### src/rtl/bus_arb_pkg.sv
// Shared types, constants and helpers for the terminal bus arbiter family.
package bus_arb_pkg;

    // Arbiter FSM states.
    typedef enum logic [1:0] {
        StIdle,
        StPop,
        StDeliver
    } arb_state_e;

    // Arbitration mode select values for the priority encoder.
    localparam logic ARB_RR    = 1'b0;
    localparam logic ARB_FIXED = 1'b1;

    // Widest packet / destination the helper below can handle.
    localparam int unsigned PKT_MAX_W  = 64;
    localparam int unsigned PKT_IDX_W  = $clog2(PKT_MAX_W);
    localparam int unsigned DST_W      = 32;

    // Extract the destination field, which occupies the top id_w bits of a pkt_w-bit packet.
    // The packet is passed zero-extended to PKT_MAX_W; the result is zero-extended to DST_W.
    function automatic logic [DST_W-1:0] dst_of(input logic [PKT_MAX_W-1:0] pkt,
                                                input int unsigned         pkt_w,
                                                input int unsigned         id_w);
        logic [DST_W-1:0] dst;
        dst = '0;
        for (int unsigned b = 0; b < DST_W; b++) begin
            if (b < id_w) begin
                dst[b] = pkt[PKT_IDX_W'(pkt_w - id_w + b)];
            end
        end
        return dst;
    endfunction

endpackage

### src/rtl/rr_prio_enc.sv
// Rotating priority encoder: picks one requester either round-robin from a
// pointer (searching upward with wrap) or by fixed lowest-index priority.
module rr_prio_enc
    import bus_arb_pkg::*;
#(
    parameter int unsigned N    = 4,
    parameter int unsigned IdxW = $clog2(N)
) (
    input  logic [N-1:0]    req_i,
    input  logic [IdxW-1:0] ptr_i,
    input  logic            mode_i,
    output logic [IdxW-1:0] gnt_idx_o,
    output logic            valid_o
);

    logic hit;

    // Two-pass search: first requesters at or above the pointer (RR only),
    // then everything from index 0, which realises the wrap-around and also
    // serves as the plain fixed-priority search.
    always_comb begin
        gnt_idx_o = '0;
        hit       = 1'b0;
        if (mode_i == ARB_RR) begin
            for (int i = 0; i < int'(N); i++) begin
                if (!hit && req_i[i] && (IdxW'(i) >= ptr_i)) begin
                    gnt_idx_o = IdxW'(i);
                    hit       = 1'b1;
                end
            end
        end
        for (int i = 0; i < int'(N); i++) begin
            if (!hit && req_i[i]) begin
                gnt_idx_o = IdxW'(i);
                hit       = 1'b1;
            end
        end
    end

    assign valid_o = |req_i;

endmodule

### src/rtl/bus_rr_arbiter_bcast.sv
// Shared-bus arbiter: grants one terminal, pops its head packet, decodes the
// destination and pushes it to one terminal or broadcasts it to all others.
// Destination backpressure is honoured with a bounded stall; packets with an
// invalid destination or that time out are dropped and counted.
module bus_rr_arbiter_bcast
    import bus_arb_pkg::*;
#(
    parameter int unsigned     drvrs     = 4,
    parameter int unsigned     pckg_sz   = 16,
    parameter int unsigned     ID_W      = 8,
    parameter logic [ID_W-1:0] broadcast = {ID_W{1'b1}},
    parameter int unsigned     ARB_MODE  = 0,
    parameter int unsigned     TIMEOUT   = 16,
    parameter int unsigned     CNT_W     = 8
) (
    input  logic                       clk_i,
    input  logic                       rst_ni,
    input  logic [drvrs-1:0]           pndng_i,
    input  logic [drvrs*pckg_sz-1:0]   d_pop_i,
    input  logic [drvrs-1:0]           full_i,
    output logic [drvrs-1:0]           pop_o,
    output logic [drvrs-1:0]           push_o,
    output logic [pckg_sz-1:0]         d_push_o,
    output logic [$clog2(drvrs)-1:0]   gnt_id_o,
    output logic                       busy_o,
    output logic [CNT_W-1:0]           drop_cnt_o
);

    localparam int unsigned IdxW    = $clog2(drvrs);
    localparam int unsigned StallW  = $clog2(TIMEOUT + 1);
    localparam logic        ModeSel = (ARB_MODE != 0) ? ARB_FIXED : ARB_RR;

    arb_state_e         state_q, state_d;
    logic [IdxW-1:0]    gnt_q,   gnt_d;
    logic [IdxW-1:0]    ptr_q,   ptr_d;
    logic [pckg_sz-1:0] pkt_q,   pkt_d;
    logic [pckg_sz-1:0] bus_q,   bus_d;
    logic [StallW-1:0]  stall_q, stall_d;
    logic [CNT_W-1:0]   drop_q,  drop_d;

    logic [IdxW-1:0]      win_idx;
    logic                 win_vld;
    logic [pckg_sz-1:0]   head_word;
    logic [PKT_MAX_W-1:0] pkt_ext;
    logic [DST_W-1:0]     dst;
    logic                 dst_uni;
    logic                 dst_bcast;
    logic [drvrs-1:0]     tgt_mask;
    logic [CNT_W-1:0]     drop_inc;
    logic [IdxW-1:0]      win_next;

    rr_prio_enc #(
        .N    (drvrs),
        .IdxW (IdxW)
    ) u_enc (
        .req_i     (pndng_i),
        .ptr_i     (ptr_q),
        .mode_i    (ModeSel),
        .gnt_idx_o (win_idx),
        .valid_o   (win_vld)
    );

    // Head word of the granted terminal, selected with constant slices.
    always_comb begin
        head_word = '0;
        for (int i = 0; i < int'(drvrs); i++) begin
            if (gnt_q == IdxW'(i)) begin
                head_word = d_pop_i[i*pckg_sz +: pckg_sz];
            end
        end
    end

    // Destination decode of the held packet into a target mask.
    always_comb begin
        pkt_ext                = '0;
        pkt_ext[pckg_sz-1:0]   = pkt_q;
        dst                    = dst_of(pkt_ext, pckg_sz, ID_W);
        dst_uni                = (dst < DST_W'(drvrs));
        dst_bcast              = (dst == DST_W'(broadcast));
        tgt_mask               = '0;
        if (dst_uni) begin
            // Self-addressed unicast is a legal loopback.
            tgt_mask[dst[IdxW-1:0]] = 1'b1;
        end else if (dst_bcast) begin
            tgt_mask        = '1;
            tgt_mask[gnt_q] = 1'b0;
        end
    end

    // Helper values: saturating drop increment and RR pointer successor.
    always_comb begin
        drop_inc = (drop_q == '1) ? drop_q : drop_q + 1'b1;
        win_next = (win_idx == IdxW'(drvrs - 1)) ? '0 : win_idx + 1'b1;
    end

    // FSM next-state and strobe generation.
    always_comb begin
        state_d = state_q;
        gnt_d   = gnt_q;
        ptr_d   = ptr_q;
        pkt_d   = pkt_q;
        bus_d   = bus_q;
        stall_d = stall_q;
        drop_d  = drop_q;
        pop_o   = '0;
        push_o  = '0;
        unique case (state_q)
            StIdle: begin
                if (win_vld) begin
                    gnt_d = win_idx;
                    // Pointer advances on every grant, even one later dropped.
                    if (ModeSel == ARB_RR) begin
                        ptr_d = win_next;
                    end
                    state_d = StPop;
                end
            end
            StPop: begin
                if (pndng_i[gnt_q]) begin
                    pop_o[gnt_q] = 1'b1;
                    pkt_d        = head_word;
                    stall_d      = '0;
                    state_d      = StDeliver;
                end else begin
                    // Requester withdrew between grant and pop.
                    state_d = StIdle;
                end
            end
            StDeliver: begin
                if (!dst_uni && !dst_bcast) begin
                    drop_d  = drop_inc;
                    state_d = StIdle;
                end else if ((tgt_mask & full_i) == '0) begin
                    // All targets ready in the same cycle; broadcast is all-or-nothing.
                    push_o  = tgt_mask;
                    bus_d   = pkt_q;
                    state_d = StIdle;
                end else if (stall_q == StallW'(TIMEOUT - 1)) begin
                    // This is the TIMEOUT-th stalled cycle: give up on the packet.
                    drop_d  = drop_inc;
                    state_d = StIdle;
                end else begin
                    stall_d = stall_q + 1'b1;
                end
            end
            default: begin
                state_d = StIdle;
            end
        endcase
    end

    // State registers with asynchronous active-low reset.
    always_ff @(posedge clk_i or negedge rst_ni) begin
        if (!rst_ni) begin
            state_q <= StIdle;
            gnt_q   <= '0;
            ptr_q   <= '0;
            pkt_q   <= '0;
            bus_q   <= '0;
            stall_q <= '0;
            drop_q  <= '0;
        end else begin
            state_q <= state_d;
            gnt_q   <= gnt_d;
            ptr_q   <= ptr_d;
            pkt_q   <= pkt_d;
            bus_q   <= bus_d;
            stall_q <= stall_d;
            drop_q  <= drop_d;
        end
    end

    // Bus data shows the packet during a push and holds the last pushed word otherwise.
    always_comb begin
        d_push_o   = (push_o != '0) ? pkt_q : bus_q;
        gnt_id_o   = gnt_q;
        busy_o     = (state_q != StIdle);
        drop_cnt_o = drop_q;
    end

endmodule

### config.mk
export PLATFORM = sky130hd
export DESIGN_NAME = bus_rr_arbiter_bcast
export DESIGN_NICKNAME = d
export VERILOG_FILES = /design/src/rtl/bus_arb_pkg.sv /design/src/rtl/rr_prio_enc.sv /design/src/rtl/bus_rr_arbiter_bcast.sv
export SDC_FILE = /design/constraint.sdc
export NUM_CORES = 1
export LEC_CHECK = 0
export ABC_CLOCK_PERIOD_IN_PS = 6800
export BUFFER_PORTS_ARGS = -buffer_cell sky130_fd_sc_hd__buf_2
export CAP_MARGIN = 20
export CORE_MARGIN = 1.5
export CORE_UTILIZATION = 35
export DETAILED_ROUTE_END_ITERATION = 7
export GPL_ROUTABILITY_DRIVEN = 0
export SYNTH_ARGS = -nofsm -noshare
export SYNTH_HDL_FRONTEND = slang
export SYNTH_HIERARCHICAL = 1
export SYNTH_SLANG_ARGS = --single-unit
### constraint.sdc
create_clock -name clk_i -period 6.8 [get_ports clk_i]
set_input_delay 1.36 -clock clk_i [delete_from_list [all_inputs] [get_ports clk_i]]
set_output_delay 1.36 -clock clk_i [all_outputs]
set_load 0.1 [all_outputs]
==> reports/results.ini <==
[min_path]
hp-class = reg -> reg

[yosys]
synth_cells = 276
yosysUniqueCellTypes = 50
syn_area_um2 = 3260
yosysWarnings = 6
synth_top_flop_cell = dfrtp_1
synth_seq_cells = 51
async_flop_share_pct = 100
postSynthAreaPerCell_um2 = 11.8
ys_seq_area_share_pct = 39.1
synth-edff-count = 0

[grt]
grt_pass1_wl_um = 11900
antenna_found_initial = 0
grt_pass1_vias = 2621
grt_max_degree = 52
gr-usage-all-layers_pct = 14.9
gr-total-overflow = 0

[floorplanning]
initial_utilization_pct = 35.6
die_h_um = 99.5
core_area_um2 = 9150
die_width_um = 99.5
ioPinCount = 109
fp-row-count = 35
die_area_um2 = 9900

[clock_tree]
cts-root-buf = clkbuf_8
cts-htree-levels = 2
cts_sinks = 51
hold_buffers = 0
cts_tree = done
postCtsSetupBuffers = 0
clkTransAtPathRegs_ps = 90
clock_latency_ps = 300
clk_path_buf_depth = 2
cts_buffers = 5
post_cts_resized = 0

[sta]
slew_headroom_pct = 39.5
fin_ws_ps = 1680
finalSetupTns_ps = 0
hold_viol = 0
fin_worst_skew_ps = 3.94
max_clock_freq_mhz = 195
report.final.slew_viol_count = 0
grt_setup_unrepaired = false
setup_viol = 0
min_period_ps = 5120
holdWs_ps = 495
fin_crit_sh_pct = 75.3
worstMarginPinSlew_ps = 906

[critical_path]
worstReg2RegStart = gnt_id_o[0]
crit_start = full_i[2]
r2r_slack_ps = 3590
worstSetupStartpointType = primary input
rr_endpoint = bus_q[8]
crit_path_end_kind = primary output
endpoint = d_push_o[0]
worstPathArrival_ps = 3760
cp_data_required_time_ps = 5440
path_class = in -> out
reg2reg_depth = 8
crit_fanout = 30

[place]
dp_cells = 485
dp_hpwl_um = 5390
portBuffers = 108
post-place-ws_ps = 1650

[detailed_routing]
via_per_inst = 5.21
vias = 2570
drt_iter0_drc = 69
dr.pass1.iters = 4
drc = 0
wl_per_cell_um = 14.3
drt-total-wl_um = 7030
ant_nets = 0

[pwr]
leakage_uw = 0.00192
ir_drop_mv = 0.226
p_seq_share_pct = 31.2
power.share.combinational_pct = 56.4
switching_share_pct = 51.4
p_int_uw = 857
p_total_uw = 1760
clkPwrFrac_pct = 12.4
p_sw_uw = 906
powerDensity_nw_per_um2 = 442

[flow_run]
drv_cap = 0

[cells_and_area]
final_nets = 462
drive_above_1_share_pct = 50.3
instances_no_fill = 493
syn2layout_area_growth_pct = 22.4
num_antenna_cells = 0

[status]
status = finished, final reports clean

[metrics by stage]
stage          util [%]  cell area [um^2]
2_1_floorplan         -              3270
3_3_place_gp       42.3              3870
3_5_place_dp       42.3              3870
4_1_cts            43.6              3990
5_1_grt            43.6              3990
6_report           43.6              3990
[logic make-up (layout without fill, tap and decap cells)]
logic type                 after synthesis  after routing  synth area share [%]
buffers and inverters                   31            134                  4.87
adders and majority gates                8              8                  2.99
xor gates and xnor gates                 7              7                  1.88
DFF                                     51             51                  39.1
AOI/OAI and AO/OA                       41             41                  10.6
and+or+nand+nor                         64             64                  9.36
muxes                                   73             73                  31.0
other                                    1              4                 0.115
[routing by layer]
metal | share of wire [%] | GRT usage [%]
met1 | 44 | 18.3
met2 | 51 | 26.6
met3 | 4.1 | 2.81
met4 | 1.5 | 4.33
met5 | 0 | 0
[cell type report]
cell class                      count  area (um^2)
Inverter                           14         52.6
Clock buffer                        6         82.6
Sequential cell                    51         1280
Timing Repair Buffer              112          571
Fill cell                         902         5160
Clock inverter                      2         35.0
Tap cell                          111          139
Multi-Input combinational cell    197         1840
[worst min-delay path by stage]
stage	start	end	slack, ps	cells past startpoint
2_1_floorplan	bus_q[15]	bus_q[15]	470	1
3_3_place_gp	drop_cnt_o[6]	drop_cnt_o[6]	470	1
3_5_place_dp	drop_cnt_o[6]	drop_cnt_o[6]	490	1
4_1_cts	drop_cnt_o[6]	drop_cnt_o[6]	500	1
5_1_grt	drop_cnt_o[6]	drop_cnt_o[6]	520	1
6_report	drop_cnt_o[7]	drop_cnt_o[7]	500	1
[placed cells by master (no fill, tap or decap), types with 2 or more instances in the layout]
cell / instances
dfrtp_1: 51
nand4_1: 4
nand3_1: 8
nand2_1: 17
and3_1: 2
buf_2: 108
inv_1: 14
mux2_2: 49
mux2i_1: 2
o21ai_0: 3
ha_1: 7
o31ai_1: 2
nand2b_1: 3
a31oi_1: 2
clkbuf_8: 6
nor2_1: 19
a32oi_1: 2
conb_1: 4
a21oi_1: 11
nor3_1: 3
mux4_2: 17
xor2_1: 7
buf_4: 4
mux2_1: 5
a2bb2oi_1: 2
a22o_1: 2
a211oi_1: 4
[critical path, stage by stage]
cell,delay (ps)
buf_2,110
nor2b_1,130
a211oi_2,290
o32ai_4,130
nor3_1,230
nand3_2,630
mux2_1,560
buf_2,300
[registers in the layout, summed over array words and instances (netlist names)]
| signal | count |
|---|---|
| bus_q | 16 |
| pkt_q | 16 |
| drop_cnt_o | 8 |
| stall_q | 5 |
| gnt_id_o | 2 |
| ptr_q | 2 |
| state_q | 2 |
[power groups by stage]
stage	Sequential, uW	Clock [uW]	Combinational (uW)
finish	550	218	995
global route	572	237	1060
CTS	553	225	1000
detailed placement	560	0	1000
global placement	557	0	988
floorplan	692	0	686
[Yosys cell counts (5+ instances only)]
cell | count | share of area (%)
a21oi_1 | 11 | 1.7
nand2_1 | 17 | 2.0
nand3_1 | 8 | 1.2
clkbuf_1 | 7 | 0.81
dfrtp_1 | 51 | 39
ha_1 | 7 | 2.7
mux2_2 | 49 | 17
mux4_2 | 17 | 12
mux2_1 | 5 | 1.7
nor2_1 | 19 | 2.2
inv_1 | 14 | 1.6
xor2_1 | 7 | 1.9
No activity file was read; power rests on OpenSTA's default activity.
